--- src/rtl/stopwatch_pkg.sv ---
// Shared definitions for the stopwatch timekeeping core:
// FSM state encodings and the modulus of each BCD digit.
package stopwatch_pkg;

  typedef enum logic [1:0] {
    ST_IDLE  = 2'd0,
    ST_RUN   = 2'd1,
    ST_PAUSE = 2'd2
  } state_e;

  localparam int unsigned TENTHS_MOD = 10;
  localparam int unsigned SEC1_MOD   = 10;
  localparam int unsigned SEC10_MOD  = 6;
  localparam int unsigned MIN_MOD    = 10;

endpackage

--- src/rtl/stopwatch_counter_bcd_digit_counter.sv ---
// One BCD digit of the stopwatch: a modulo-MOD counter that advances on inc
// and reports a carry in the same cycle it wraps, so a chain of these
// digits resolves every carry on a single clock edge.
module bcd_digit_counter #(
  parameter int unsigned MOD = 10
) (
  input  logic       clock,
  input  logic       reset,
  input  logic       clr,
  input  logic       inc,
  output logic [3:0] q,
  output logic       carry
);

  localparam logic [3:0] MAX_VAL = 4'(MOD - 1);

  logic [3:0] q_q;
  logic [3:0] q_d;

  // Next digit value: clear dominates, otherwise wrap at MOD-1.
  always_comb begin
    q_d = q_q;
    if (clr) begin
      q_d = 4'd0;
    end else if (inc) begin
      if (q_q == MAX_VAL) begin
        q_d = 4'd0;
      end else begin
        q_d = q_q + 4'd1;
      end
    end else begin
      q_d = q_q;
    end
  end

  // Digit register.
  always_ff @(posedge clock or posedge reset) begin
    if (reset) begin
      q_q <= 4'd0;
    end else begin
      q_q <= q_d;
    end
  end

  assign q     = q_q;
  assign carry = inc && (q_q == MAX_VAL);

endmodule

--- src/rtl/stopwatch_counter.sv ---
// Stopwatch timekeeping core: IDLE/RUN/PAUSE control, 0.1 s prescaler and
// a four-digit M:SS.t BCD chain. Optional display hold (lap) is built when
// the macro STOPWATCH_LAP_HOLD_EN is defined; otherwise lap is ignored and
// lap_active stays 0.
module stopwatch_counter
  import stopwatch_pkg::*;
#(
  parameter int unsigned TICK_COUNT = 10_000_000,
  parameter int unsigned DIV_W      = 24
) (
  input  logic       clock,
  input  logic       reset,
  input  logic       start_stop,
  input  logic       clear,
  input  logic       lap,
  output logic [3:0] hex3,
  output logic [3:0] hex2,
  output logic [3:0] hex1,
  output logic [3:0] hex0,
  output logic       running,
  output logic       lap_active,
  output logic       overflow
);

  state_e             state_q, state_d;
  logic [DIV_W-1:0]   div_q, div_d;
  logic               overflow_q, overflow_d;
  logic               tick_s;
  logic [3:0]         d0_s, d1_s, d2_s, d3_s;
  logic               c0_s, c1_s, c2_s, c3_s;
  logic [15:0]        live_s;

  assign tick_s = (state_q == ST_RUN) && (div_q == DIV_W'(TICK_COUNT - 1));

  // Control FSM and prescaler next-state; clear overrides every other input.
  always_comb begin
    state_d = state_q;
    div_d   = div_q;
    if (clear) begin
      state_d = ST_IDLE;
      div_d   = '0;
    end else begin
      case (state_q)
        ST_IDLE: begin
          div_d = '0;
          if (start_stop) begin
            state_d = ST_RUN;
          end else begin
            state_d = ST_IDLE;
          end
        end
        ST_RUN: begin
          if (tick_s) begin
            div_d = '0;
          end else begin
            div_d = div_q + DIV_W'(1);
          end
          if (start_stop) begin
            state_d = ST_PAUSE;
          end else begin
            state_d = ST_RUN;
          end
        end
        ST_PAUSE: begin
          if (start_stop) begin
            state_d = ST_RUN;
          end else begin
            state_d = ST_PAUSE;
          end
        end
        default: begin
          state_d = ST_IDLE;
          div_d   = '0;
        end
      endcase
    end
  end

  // Overflow is a one-cycle flag raised by the edge that wraps 9:59.9.
  always_comb begin
    if (clear) begin
      overflow_d = 1'b0;
    end else begin
      overflow_d = c3_s;
    end
  end

  // State, prescaler and overflow registers.
  always_ff @(posedge clock or posedge reset) begin
    if (reset) begin
      state_q    <= ST_IDLE;
      div_q      <= '0;
      overflow_q <= 1'b0;
    end else begin
      state_q    <= state_d;
      div_q      <= div_d;
      overflow_q <= overflow_d;
    end
  end

  bcd_digit_counter #(.MOD(TENTHS_MOD)) u_tenths (
    .clock(clock), .reset(reset), .clr(clear), .inc(tick_s), .q(d0_s), .carry(c0_s)
  );
  bcd_digit_counter #(.MOD(SEC1_MOD)) u_sec1 (
    .clock(clock), .reset(reset), .clr(clear), .inc(c0_s), .q(d1_s), .carry(c1_s)
  );
  bcd_digit_counter #(.MOD(SEC10_MOD)) u_sec10 (
    .clock(clock), .reset(reset), .clr(clear), .inc(c1_s), .q(d2_s), .carry(c2_s)
  );
  bcd_digit_counter #(.MOD(MIN_MOD)) u_min (
    .clock(clock), .reset(reset), .clr(clear), .inc(c2_s), .q(d3_s), .carry(c3_s)
  );

  assign live_s   = {d3_s, d2_s, d1_s, d0_s};
  assign running  = (state_q == ST_RUN);
  assign overflow = overflow_q;

`ifdef STOPWATCH_LAP_HOLD_EN
  logic        hold_q, hold_d;
  logic [15:0] held_q, held_d;

  // Display hold: pausing or a second lap releases; a lap in RUN captures.
  always_comb begin
    hold_d = hold_q;
    held_d = held_q;
    if (clear) begin
      hold_d = 1'b0;
    end else if ((state_q == ST_RUN) && start_stop) begin
      hold_d = 1'b0;
    end else if (hold_q && lap) begin
      hold_d = 1'b0;
    end else if ((state_q == ST_RUN) && lap) begin
      hold_d = 1'b1;
      held_d = live_s;
    end else begin
      hold_d = hold_q;
    end
  end

  // Hold flag and captured digits.
  always_ff @(posedge clock or posedge reset) begin
    if (reset) begin
      hold_q <= 1'b0;
      held_q <= 16'd0;
    end else begin
      hold_q <= hold_d;
      held_q <= held_d;
    end
  end

  assign lap_active             = hold_q;
  assign {hex3, hex2, hex1, hex0} = hold_q ? held_q : live_s;
`else
  logic unused_lap_s;
  assign unused_lap_s           = lap;
  assign lap_active             = 1'b0;
  assign {hex3, hex2, hex1, hex0} = live_s;
`endif

endmodule
--- config.mk ---
export PLATFORM = sky130hd
export DESIGN_NAME = stopwatch_counter
export DESIGN_NICKNAME = d
export VERILOG_FILES = /design/src/rtl/stopwatch_pkg.sv /design/src/rtl/stopwatch_counter_bcd_digit_counter.sv /design/src/rtl/stopwatch_counter.sv
export SDC_FILE = /design/constraint.sdc
export NUM_CORES = 1
export LEC_CHECK = 0
export CAP_MARGIN = 40
export CORE_MARGIN = 3
export CORE_UTILIZATION = 45
export DETAILED_ROUTE_END_ITERATION = 12
export GPL_TIMING_DRIVEN = 1
export PLACE_DENSITY_LB_ADDON = 0.1
export SETUP_SLACK_MARGIN = 0.1
export SYNTH_ARGS = -nofsm -noshare
export SYNTH_HDL_FRONTEND = slang
export SYNTH_SLANG_ARGS = --single-unit
--- constraint.sdc ---
create_clock -name clock -period 4.2 [get_ports clock]
set_clock_uncertainty 0.05 [all_clocks]
set_input_delay 0.84 -clock clock [delete_from_list [all_inputs] [get_ports clock]]
set_output_delay 0.84 -clock clock [all_outputs]
set_load 0.02 [all_outputs]
## Word-level counts from Yosys, hierarchy flattened

Index checks and enable logic that the tools add are counted.

- Register bits after elaboration: 43
- Input port bits: 5
- Word-level logic and storage cells: 51

- Add/sub/neg operators: 5
- Equality and inequality tests: 8
- Mux-type cells: 21
- Reductions and logical operators: 10

Operator list:

| cell | count |
|---|---|
| $mux W24 | 2 |
| $mux W4 | 12 |
| $pmux W24 S2 | 1 |
| $add A24 B1 Y24 const B | 1 |
| $eq A24 B24 Y1 const B | 1 |
| $add A4 B1 Y4 const B | 4 |
| $eq A4 B4 Y1 const B | 3 |
| $reduce_bool A2 Y1 | 4 |
| $mux W2 | 3 |
| $pmux W2 S3 | 1 |
| $logic_and A1 B1 Y1 | 5 |
| $eq A4 B3 Y1 const B | 1 |
| $eq A2 B1 Y1 const B | 1 |
| $eq A2 B2 Y1 const B | 1 |
| $logic_not A2 Y1 | 1 |
| $mux W1 | 2 |
| $ne A2 B2 Y1 const B | 1 |

## Depth between registers and ports, before layout

Gate-level depths: netlist of the first run.

- Word-level depth: 7
- Depth in mapped cells: 8
- Depth with buffers taken out: 7

## By module

A second synthesis of the first run with hierarchy kept.

- Cell total of the unflattened synthesis: 283
- Area, all modules: 2,538.7 µm²

By module, submodules not included:

| module | times used | cells each | area each (µm²) | seq. area each (µm²) |
|---|---|---|---|---|
| stopwatch_counter | 1 | 176 | 1,570.3 | 675.6 |
| bcd_digit_counter at u_min ... | 3 | 27 | 245.2 | 100.1 |
| bcd_digit_counter at u_sec10 | 1 | 26 | 232.7 | 100.1 |

## Worst setup path before layout of the first run

OpenSTA, ideal clock, no wires.

- Path kind: reg2reg
- Start: reg div_q[16]
- End: reg u_sec10.q_q[3], in the netlist u_sec10.q[3]
- Setup time: 78 ps
- Data arrival time: 2,119 ps
- Required time: 4,072 ps
- Slack: 1,953 ps
- Stages on the path, launching flop included: 6
- Path buffers: 0
- Path through: dfrtp_1 > or4_4 > nor4_4 > nand4_1 > or4_1 > a21oi_1

- Word-level cells in the longest chain between the ends: 5

Ends and longest elaborated chain:

| item | RTL line | text |
|---|---|---|
| start, declared | stopwatch_counter.sv:26 | `logic [DIV_W-1:0] div_q, div_d;` |
| start signal, assigned | stopwatch_counter.sv:96 | `div_q <= div_d;` |
| $eq A24 B24 Y1 | stopwatch_counter.sv:33 | `assign tick_s = (state_q == ST_RUN) && (div_q == DIV_W'(TICK_COUNT - 1));` |
| $logic_and A1 B1 Y1 | stopwatch_counter.sv:33 |  |
| $logic_and A1 B1 Y1 (2 in a row) | stopwatch_counter_bcd_digit_counter.sv:46 | `assign carry = inc && (q_q == MAX_VAL);` |
| $reduce_bool A2 Y1 (no source line) | n/a |  |
| end signal, assigned | stopwatch_counter_bcd_digit_counter.sv:41 | `q_q <= q_d;` |
| end, declared | stopwatch_counter_bcd_digit_counter.sv:17 | `logic [3:0] q_q;` |

Every way passes these cells.
A chain may end at the register's enable or synchronous reset.

## Worst setup path after layout of the first run

- Start: in clear
- End: reg div_q[13]

- Word-level cells in the longest chain between the ends: 1

Ends and longest elaborated chain:

| item | RTL line | text |
|---|---|---|
| start, declared | stopwatch_counter.sv:14 | `input logic clear,` |
| $ne A2 B2 Y1 (no source line) or $mux W24 (tied branches) | n/a |  |

Parallel ways exist; a longest one is shown, timed or not.

==> run_results.csv, run 1 <==
group,metric,value,unit
final_layout,flip_flop_and_latch_area,1080,sq um
worst_setup_path,critical_path.reg2reg.startpoint,"div_q[16]$_DFFE_PP0P_",
floorplan,ioPinCount,24,
timing,timing_hold_violations_final,0,
worst_hold_path,holdPathStages,1,
synthesis,synth_cells,252,
timing,finalSetupViolations,0,
status,outcome,"finished, final reports clean",
routing,final_antenna_net_count,0,
worst_setup_path,timing.reg2reg.setup_slack,1.58,ns
power_and_ir_drop,peakVddDrop,0.203,mV
synthesis,synth_enable_flop_cells,0,
job,cap_violations,0,
global_route,grt_antenna_before_repair,0,
worst_setup_path,worstPathBufferInverterCount,2,
worst_setup_path,crit_required,4.29,ns
routing,drt_wl_total,4.95,mm
timing,unrepaired_setup_endpoints_after_global_routing,"no",
worst_setup_path,critical_path.cell_chain,"clkdlybuf4s50_1 > nor3b_1 > buf_4 > nor4_1 > nand3_1 > xor2_1 > nor2_1",
worst_setup_path,timing.rr.end,"div_q[6]$_DFFE_PP0P_",
synthesis,synth_sequential_area_ratio,45.9,%
worst_setup_path,criticalPathCategory,"input port to flip-flop",
final_layout,multi_input_area,1210,sq um
power_and_ir_drop,leakage,1.07,nW
worst_setup_path,cpPeakStageDelay,0.76,ns
floorplan,initial_core_util,48.1,%
clock_network,clk_root_buffer_cell,"sky130_fd_sc_hd__clkbuf_8",
synthesis,postSynthRegisterBits,43,
clock_network,cts_setup_buffers,0,
synthesis,synth-async-reset-ratio,100,%
clock_network,tritoncts,"yes",
routing,route.detailed.vias_per_inst,5.49,
worst_setup_path,startpoint_type,"input port",
power_and_ir_drop,cellPowerDensity,256,nW/um^2
worst_hold_path,hp-class,"flip-flop to flip-flop",
placed_design,post-dp-hpwl,3.43,mm
clock_network,clk_pin_slew_worst_paths,0.07,ns
placed_design,io_buffers,21,
global_route,grt_start_max_net_pins,44,
clock_network,cts-buffers-inserted,5,
timing,final_period_minus_worst_setup_slack,2.63,ns
clock_network,cts.hold.buffers_added,0,
floorplan,floorplan.rows,25,
routing,drt_drc_violations_left,0,
timing,hold-worst-slack,0.471,ns
timing,total_negative_slack_for_setup_checks,0,ns
timing,worstMarginPinSlew,0.884,ns
final_layout,drive_above_1_share,5.80,%
clock_network,clock_sinks,43,
synthesis,syn_area_per_cell,9.31,sq um
timing,max_clock_freq,0.381,GHz
synthesis,postSynthNetCount,262,
global_route,globalRouteTotalUtil,18.1,%
routing,num_vias,1883,
timing,max-slew-margin-rel,40.9,%
timing,slew_violations,0,
timing,finalCritPeriodShare,62.5,%
floorplan,die_w,78.2,microns
worst_setup_path,cpMaxStageDelayCell,"sky130_fd_sc_hd__nor4_1",
floorplan,area_inside_the_core_boundary,4880,sq um
clock_network,post_cts_resize_count,0,
synthesis,ys.flop_type,"sky130_fd_sc_hd__dfrtp_1",
routing,drt_iter0_drc,106,
worst_setup_path,count_of_cells_along_the_worst_register_to_register_path,5,
global_route,grt_remaining_overflow,0,
clock_network,ctsLongestPathBuffers,2,
worst_setup_path,maximum_net_fanout_on_the_critical_path,10,
final_layout,synthesis_to_layout_area_growth,15.4,%
routing,dr.pass1.iters,4,
synthesis,number_of_library_cell_types_mapped_by_synthesis,46,
placed_design,globalplace.congestion,0.822,
clock_network,worstSkewPairLatency,0.29,ns
global_route,grt_pass1_vias,1923,
synthesis,syn_area,2350,sq um
final_layout,finalNetCount,287,
final_layout,antenna_cells_inserted,0,
floorplan,die_height,78.2,microns
floorplan,dieArea,6120,sq um
worst_setup_path,cp-end-kind,"flip-flop",
synthesis,total_of_warnings_raised_by_yosys,0,
worst_setup_path,crit_arrival,2.72,ns
clock_network,htree_num_levels,2,
worst_hold_path,worstHoldStart,"u_min.q[1]$_DFFE_PP0P_",
worst_hold_path,holdPathEnd,"overflow$_DFF_PP0_",
worst_setup_path,cpLargestDelayFamily,"simple AND/OR/NAND/NOR gates",
global_route,grt_pass1_wl,9.05,mm
routing,wl_per_cell,14.4,microns
final_layout,layout.filler_cells,447,
-- worst reg2reg max path: stages (launching register included) --
cell,delay [ns]
sky130_fd_sc_hd__dfrtp_1,0.43
sky130_fd_sc_hd__or4_4,0.56
sky130_fd_sc_hd__nor4_4,0.52
sky130_fd_sc_hd__a21oi_1,0.19
sky130_fd_sc_hd__o21ai_2,0.62
sky130_fd_sc_hd__nor2_1,0.12
-- registers in the layout, summed over array words and instances (netlist names) --
register and cells:
overflow 1, state_q 2, div_q 24, u_sec1.q 4, u_tenths.q 4, u_sec10.q 4, u_min.q 4
-- worst max-delay path by stage --
stage                           from  slack (ns)                       end  depth (start not counted)
6_report                       clear        1.57     div_q[13]$_DFFE_PP0P_                          7
5_1_grt        div_q[16]$_DFFE_PP0P_        1.38      div_q[3]$_DFFE_PP0P_                          5
4_1_cts         state_q[1]$_DFF_PP0_        1.57                   running                          3
3_5_place_dp                   clear        1.33     div_q[13]$_DFFE_PP0P_                          7
3_3_place_gp                   clear        1.30     div_q[20]$_DFFE_PP0P_                          5
2_1_floorplan  div_q[16]$_DFFE_PP0P_        1.95  u_sec10.q[3]$_DFFE_PP0P_                          5
-- report_power, final --
group | switching (mW) | leakage [nW] | total [mW] | internal, mW
combinational | 0.0268 | 0.434 | 0.0374 | 0.0106
clock | 0.127 | 0.0371 | 0.238 | 0.111
sequential | 0.00161 | 0.599 | 0.417 | 0.416
total | 0.155 | 1.07 | 0.692 | 0.537
-- kinds of logic after synthesis --
kind of cell,after synthesis,synth area share (%)
compound gates,30,7.95
xor+xnor,20,7.47
fa+ha+maj,5,2.67
buf+inv,15,2.72
flops,43,45.9
mux,7,3.15
other cells,1,0.160
simple gates,131,30.0
-- final cells by class --
class / count / area share [%]
multi-input cells: 194 / 44.6
flip-flops and latches: 43 / 39.8
repair buffers: 25 / 8.78
well taps: 67 / 3.10
clock buffers: 6 / 2.68
inverters: 8 / 1.11
-- cell usage after synthesis, drive strengths merged (4+ instances only) --
| cell | instances | area, sq um |
|---|---|---|
| a21oi | 12 | 60.1 |
| xor2 | 9 | 78.8 |
| a31oi | 6 | 37.5 |
| inv | 8 | 30.0 |
| nor4 | 7 | 58.8 |
| buf | 4 | 22.5 |
| o21ai | 5 | 28.8 |
| nand4 | 10 | 68.8 |
| nand3 | 13 | 65.1 |
| and3 | 6 | 37.5 |
| or3 | 7 | 43.8 |
| nand2 | 28 | 105 |
| dfrtp | 43 | 1080 |
| mux2i | 4 | 40.0 |
| xnor2 | 11 | 96.3 |
| nor2 | 33 | 124 |
| ha | 5 | 62.6 |
| nor3 | 5 | 25.0 |
-- metrics by stage --
step	util, %	cell area, sq um	total power, mW	instances	worst slack [ns]
after floorplan	-	2350	0.450	252	1.95
after global placement	53.9	2630	0.464	336	1.30
after detailed placement	54.0	2630	0.464	337	1.33
after CTS	55.5	2710	0.704	343	1.57
after global routing	55.5	2710	0.730	343	1.38
final	55.5	2710	0.692	343	1.57
-- metal layers --
layer / global-route usage (%) / up-vias / wire length [microns]
met2: 27.2 / 32 / 2180
li1: - / 944 / -
met1: 26.9 / 900 / 2560
met5: 0 / - / 0
met3: 3.56 / 7 / 149
met4: 4.55 / 0 / 61
-- placed cells by master (no fill, tap or decap), types with 2 or more instances in the layout --
| cell type | Yosys | routed |
|---|---|---|
| sky130_fd_sc_hd__dfrtp_1 | 43 | 43 |
| sky130_fd_sc_hd__nor2_1 | 33 | 33 |
| sky130_fd_sc_hd__nand2_1 | 28 | 28 |
| sky130_fd_sc_hd__clkdlybuf4s50_1 | 0 | 21 |
| sky130_fd_sc_hd__nand3_1 | 13 | 13 |
| sky130_fd_sc_hd__a21oi_1 | 12 | 12 |
| sky130_fd_sc_hd__xnor2_1 | 11 | 11 |
| sky130_fd_sc_hd__nand4_1 | 9 | 9 |
| sky130_fd_sc_hd__xor2_1 | 9 | 9 |
| sky130_fd_sc_hd__inv_1 | 8 | 7 |
| sky130_fd_sc_hd__or3_1 | 7 | 7 |
| sky130_fd_sc_hd__nor4_1 | 6 | 6 |
| sky130_fd_sc_hd__and3_1 | 6 | 6 |
| sky130_fd_sc_hd__a31oi_1 | 6 | 6 |
| sky130_fd_sc_hd__nor3_1 | 5 | 5 |
| sky130_fd_sc_hd__ha_1 | 5 | 5 |
| sky130_fd_sc_hd__clkbuf_8 | 0 | 5 |
| sky130_fd_sc_hd__mux2i_1 | 4 | 4 |
| sky130_fd_sc_hd__nand2b_1 | 3 | 3 |
| sky130_fd_sc_hd__nor2b_1 | 3 | 3 |
| sky130_fd_sc_hd__and2_1 | 3 | 3 |
| sky130_fd_sc_hd__o21ai_0 | 3 | 3 |
| sky130_fd_sc_hd__buf_4 | 1 | 3 |
| sky130_fd_sc_hd__nor3b_1 | 2 | 2 |
| sky130_fd_sc_hd__or4_1 | 2 | 2 |
| sky130_fd_sc_hd__nand3b_1 | 2 | 2 |
| sky130_fd_sc_hd__and3b_1 | 2 | 2 |
| sky130_fd_sc_hd__mux2_1 | 2 | 2 |
Power figures use the tool's default switching activity.
==> inputs of run 2 (changes only) <==
==> constraint.sdc (replaced) <==
create_clock -name clock -period 2.7 [get_ports clock]
set_clock_uncertainty 0.05 [all_clocks]
set_input_delay 0.54 -clock clock [delete_from_list [all_inputs] [get_ports clock]]
set_output_delay 0.54 -clock clock [all_outputs]
set_load 0.02 [all_outputs]
==> run 2 against run 1 <==
Compared with the run above: clock power increased by 100%; largest power group unchanged; routed wire length decreased by 1.9%; core utilization increased by 1.6 points; largest cell class unchanged; combinational power increased by 68%.
==> run_results.csv, run 2 (synthesis gave the netlist of run 1 again) <==
group,metric,value,unit
floorplan,dieArea,6120,sq um
clock_network,worstSkewPairLatency,0.29,ns
floorplan,die_height,78.2,microns
clock_network,htree_num_levels,2,
floorplan,floorplan.rows,25,
status,outcome,"finished, final reports clean",
clock_network,cts.hold.buffers_added,0,
worst_setup_path,cp-end-kind,"flip-flop",
clock_network,tritoncts,"yes",
final_layout,antenna_cells_inserted,0,
routing,top_layer_used,"met4",
worst_setup_path,criticalPathCategory,"flip-flop to flip-flop",
placed_design,placed_cell_area,2680,sq um
timing,slew_violations,0,
final_layout,finalNetCount,293,
power_and_ir_drop,power_frac_seq,54.3,%
timing,timing_hold_violations_final,0,
power_and_ir_drop,cellPowerDensity,429,nW/um^2
floorplan,area_inside_the_core_boundary,4880,sq um
final_layout,largest_register_ff_count,24,
job,cap_violations,0,
timing,max-slew-margin-rel,53.4,%
global_route,globalRouteTotalUtil,18.3,%
power_and_ir_drop,proportion_of_power_drawn_by_combinational_gates,5.3,%
global_route,grt_remaining_overflow,0,
worst_hold_path,hp-class,"flip-flop to flip-flop",
timing,unrepaired_setup_endpoints_after_global_routing,"no",
clock_network,clock_sinks,43,
routing,dr_wl_met2,2.20,mm
final_layout,final_design_area_no_fill,2780,sq um
clock_network,clk_pin_slew_worst_paths,0.08,ns
clock_network,clk_root_buffer_cell,"sky130_fd_sc_hd__clkbuf_8",
global_route,grt_start_max_net_pins,44,
clock_network,cts-buffers-inserted,5,
power_and_ir_drop,peakVddDrop,0.257,mV
floorplan,ioPinCount,24,
routing,drt_drc_violations_left,0,
power_and_ir_drop,power.net_switching,0.258,mW
placed_design,globalplace.congestion,0.811,
timing,finalSetupViolations,0,
placed_design,placed_cells_incl_taps,343,
final_layout,most_frequent_cells_in_the_layout,"sky130_fd_sc_hd__dfrtp_1, sky130_fd_sc_hd__nor2_1, sky130_fd_sc_hd__nand2_1, sky130_fd_sc_hd__clkdlybuf4s50_1, sky130_fd_sc_hd__nand3_1",
placed_design,io_buffers,21,
floorplan,initial_core_util,48.1,%
worst_setup_path,startpoint_type,"flip-flop",
global_route,grt_pass1_vias,1862,
routing,detail_route.wirelength.met1,2.40,mm
timing,hold-worst-slack,0.453,ns
clock_network,post_cts_resize_count,0,
power_and_ir_drop,switch_share,21.6,%
clock_network,cts_setup_buffers,0,
routing,drt_wl_total,4.86,mm
clock_network,ctsLongestPathBuffers,2,
routing,num_vias,1907,
timing,total_negative_slack_for_setup_checks,0,ns
final_layout,stdcell_count,350,
worst_setup_path,crit_arrival,2.53,ns
final_layout,synthesis_to_layout_area_growth,18.7,%
floorplan,die_w,78.2,microns
final_layout,drive_above_1_share,8.13,%
timing,finalCritPeriodShare,87.4,%
power_and_ir_drop,total_power,1.20,mW
global_route,grt_antenna_before_repair,0,
routing,final_antenna_net_count,0,
routing,drt_iter0_drc,125,
power_and_ir_drop,leakage,1.11,nW
final_layout,register_containing_the_most_flip_flops_in_the_final_layout,"div_q",
timing,worstMarginPinSlew,0.698,ns
timing,max_clock_freq,0.424,GHz
placed_design,post-dp-hpwl,3.44,mm
timing,final_period_minus_worst_setup_slack,2.36,ns
routing,wl_per_cell,13.9,microns
final_layout,commonest_non_fill_non_tap_cell_in_the_layout,"sky130_fd_sc_hd__dfrtp_1",
power_and_ir_drop,cellInternalPower,0.937,mW
worst_setup_path,crit_required,2.87,ns
power_and_ir_drop,share_of_total_power_in_the_clock_network,40.4,%
global_route,grt_pass1_wl,9.01,mm
routing,route.detailed.vias_per_inst,5.45,
final_layout,layout.filler_cells,446,
routing,dr.pass1.iters,5,
worst_setup_path,maximum_net_fanout_on_the_critical_path,9,
routing,met3_length,197,microns
==> run 2: cell types whose count changed in the layout (fill, tap and decap cells not counted), sizes merged <==
cell	before	now
bufinv	0	1
buf	4	10
==> run 2: layout make-up <==
type | count | area [sq um] | share of cell area (%)
Tap cell | 67 | 83.8 | 3.01
Clock inverter | 1 | 30.0 | 1.08
Timing Repair Buffer | 31 | 285 | 10.2
Inverter | 8 | 30.0 | 1.08
Multi-Input combinational cell | 194 | 1210 | 43.3
Sequential cell | 43 | 1080 | 38.7
Clock buffer | 6 | 72.6 | 2.61
==> run 2: per-stage QoR <==
stage / setup slack (ns) / util, %
after floorplan: 0.453 / -
after global placement: 0.260 / 54.9
after detailed placement: 0.258 / 54.9
after CTS: 0.325 / 57.1
after global routing: 0.198 / 57.1
final: 0.339 / 57.1
==> run 2: power groups by stage <==
stage / Combinational (mW) / Clock [mW] / Sequential, mW
6_report: 0.0628 / 0.483 / 0.649
5_1_grt: 0.0716 / 0.525 / 0.650
4_1_cts: 0.0645 / 0.498 / 0.649
3_5_place_dp: 0.0643 / 0 / 0.662
3_3_place_gp: 0.0636 / 0 / 0.662
2_1_floorplan: 0.0388 / 0 / 0.661
==> run 2: routing by layer <==
layer  vias to the layer above  track usage, %
met1                       915            26.0
met2                        37            27.6
li1                        949               -
met3                         6            4.93
met5                         -               0
met4                         0            4.90
==> run 2: worst paths after layout <==
path                                         from                        to  slack, ns  depth (start not counted)
max                         div_q[16]$_DFFE_PP0P_  u_sec10.q[3]$_DFFE_PP0P_       0.34                          6
min                        u_min.q[1]$_DFFE_PP0P_        overflow$_DFF_PP0_       0.45                          1
max reg2reg                 div_q[16]$_DFFE_PP0P_  u_sec10.q[3]$_DFFE_PP0P_       0.34                          6
min reg2reg                u_min.q[1]$_DFFE_PP0P_        overflow$_DFF_PP0_       0.45                          1
max in group asynchronous                   reset      div_q[3]$_DFFE_PP0P_       1.59                          3
min in group asynchronous                   reset     div_q[13]$_DFFE_PP0P_       0.63                          3
==> run 2: critical path: stages, from the launching register on <==
cell                      delay, ns
sky130_fd_sc_hd__dfrtp_1       0.44
sky130_fd_sc_hd__or4_4         0.56
sky130_fd_sc_hd__nor4_4        0.22
sky130_fd_sc_hd__buf_4         0.20
sky130_fd_sc_hd__nand4_1       0.21
sky130_fd_sc_hd__or4_1         0.46
sky130_fd_sc_hd__a21oi_1       0.15
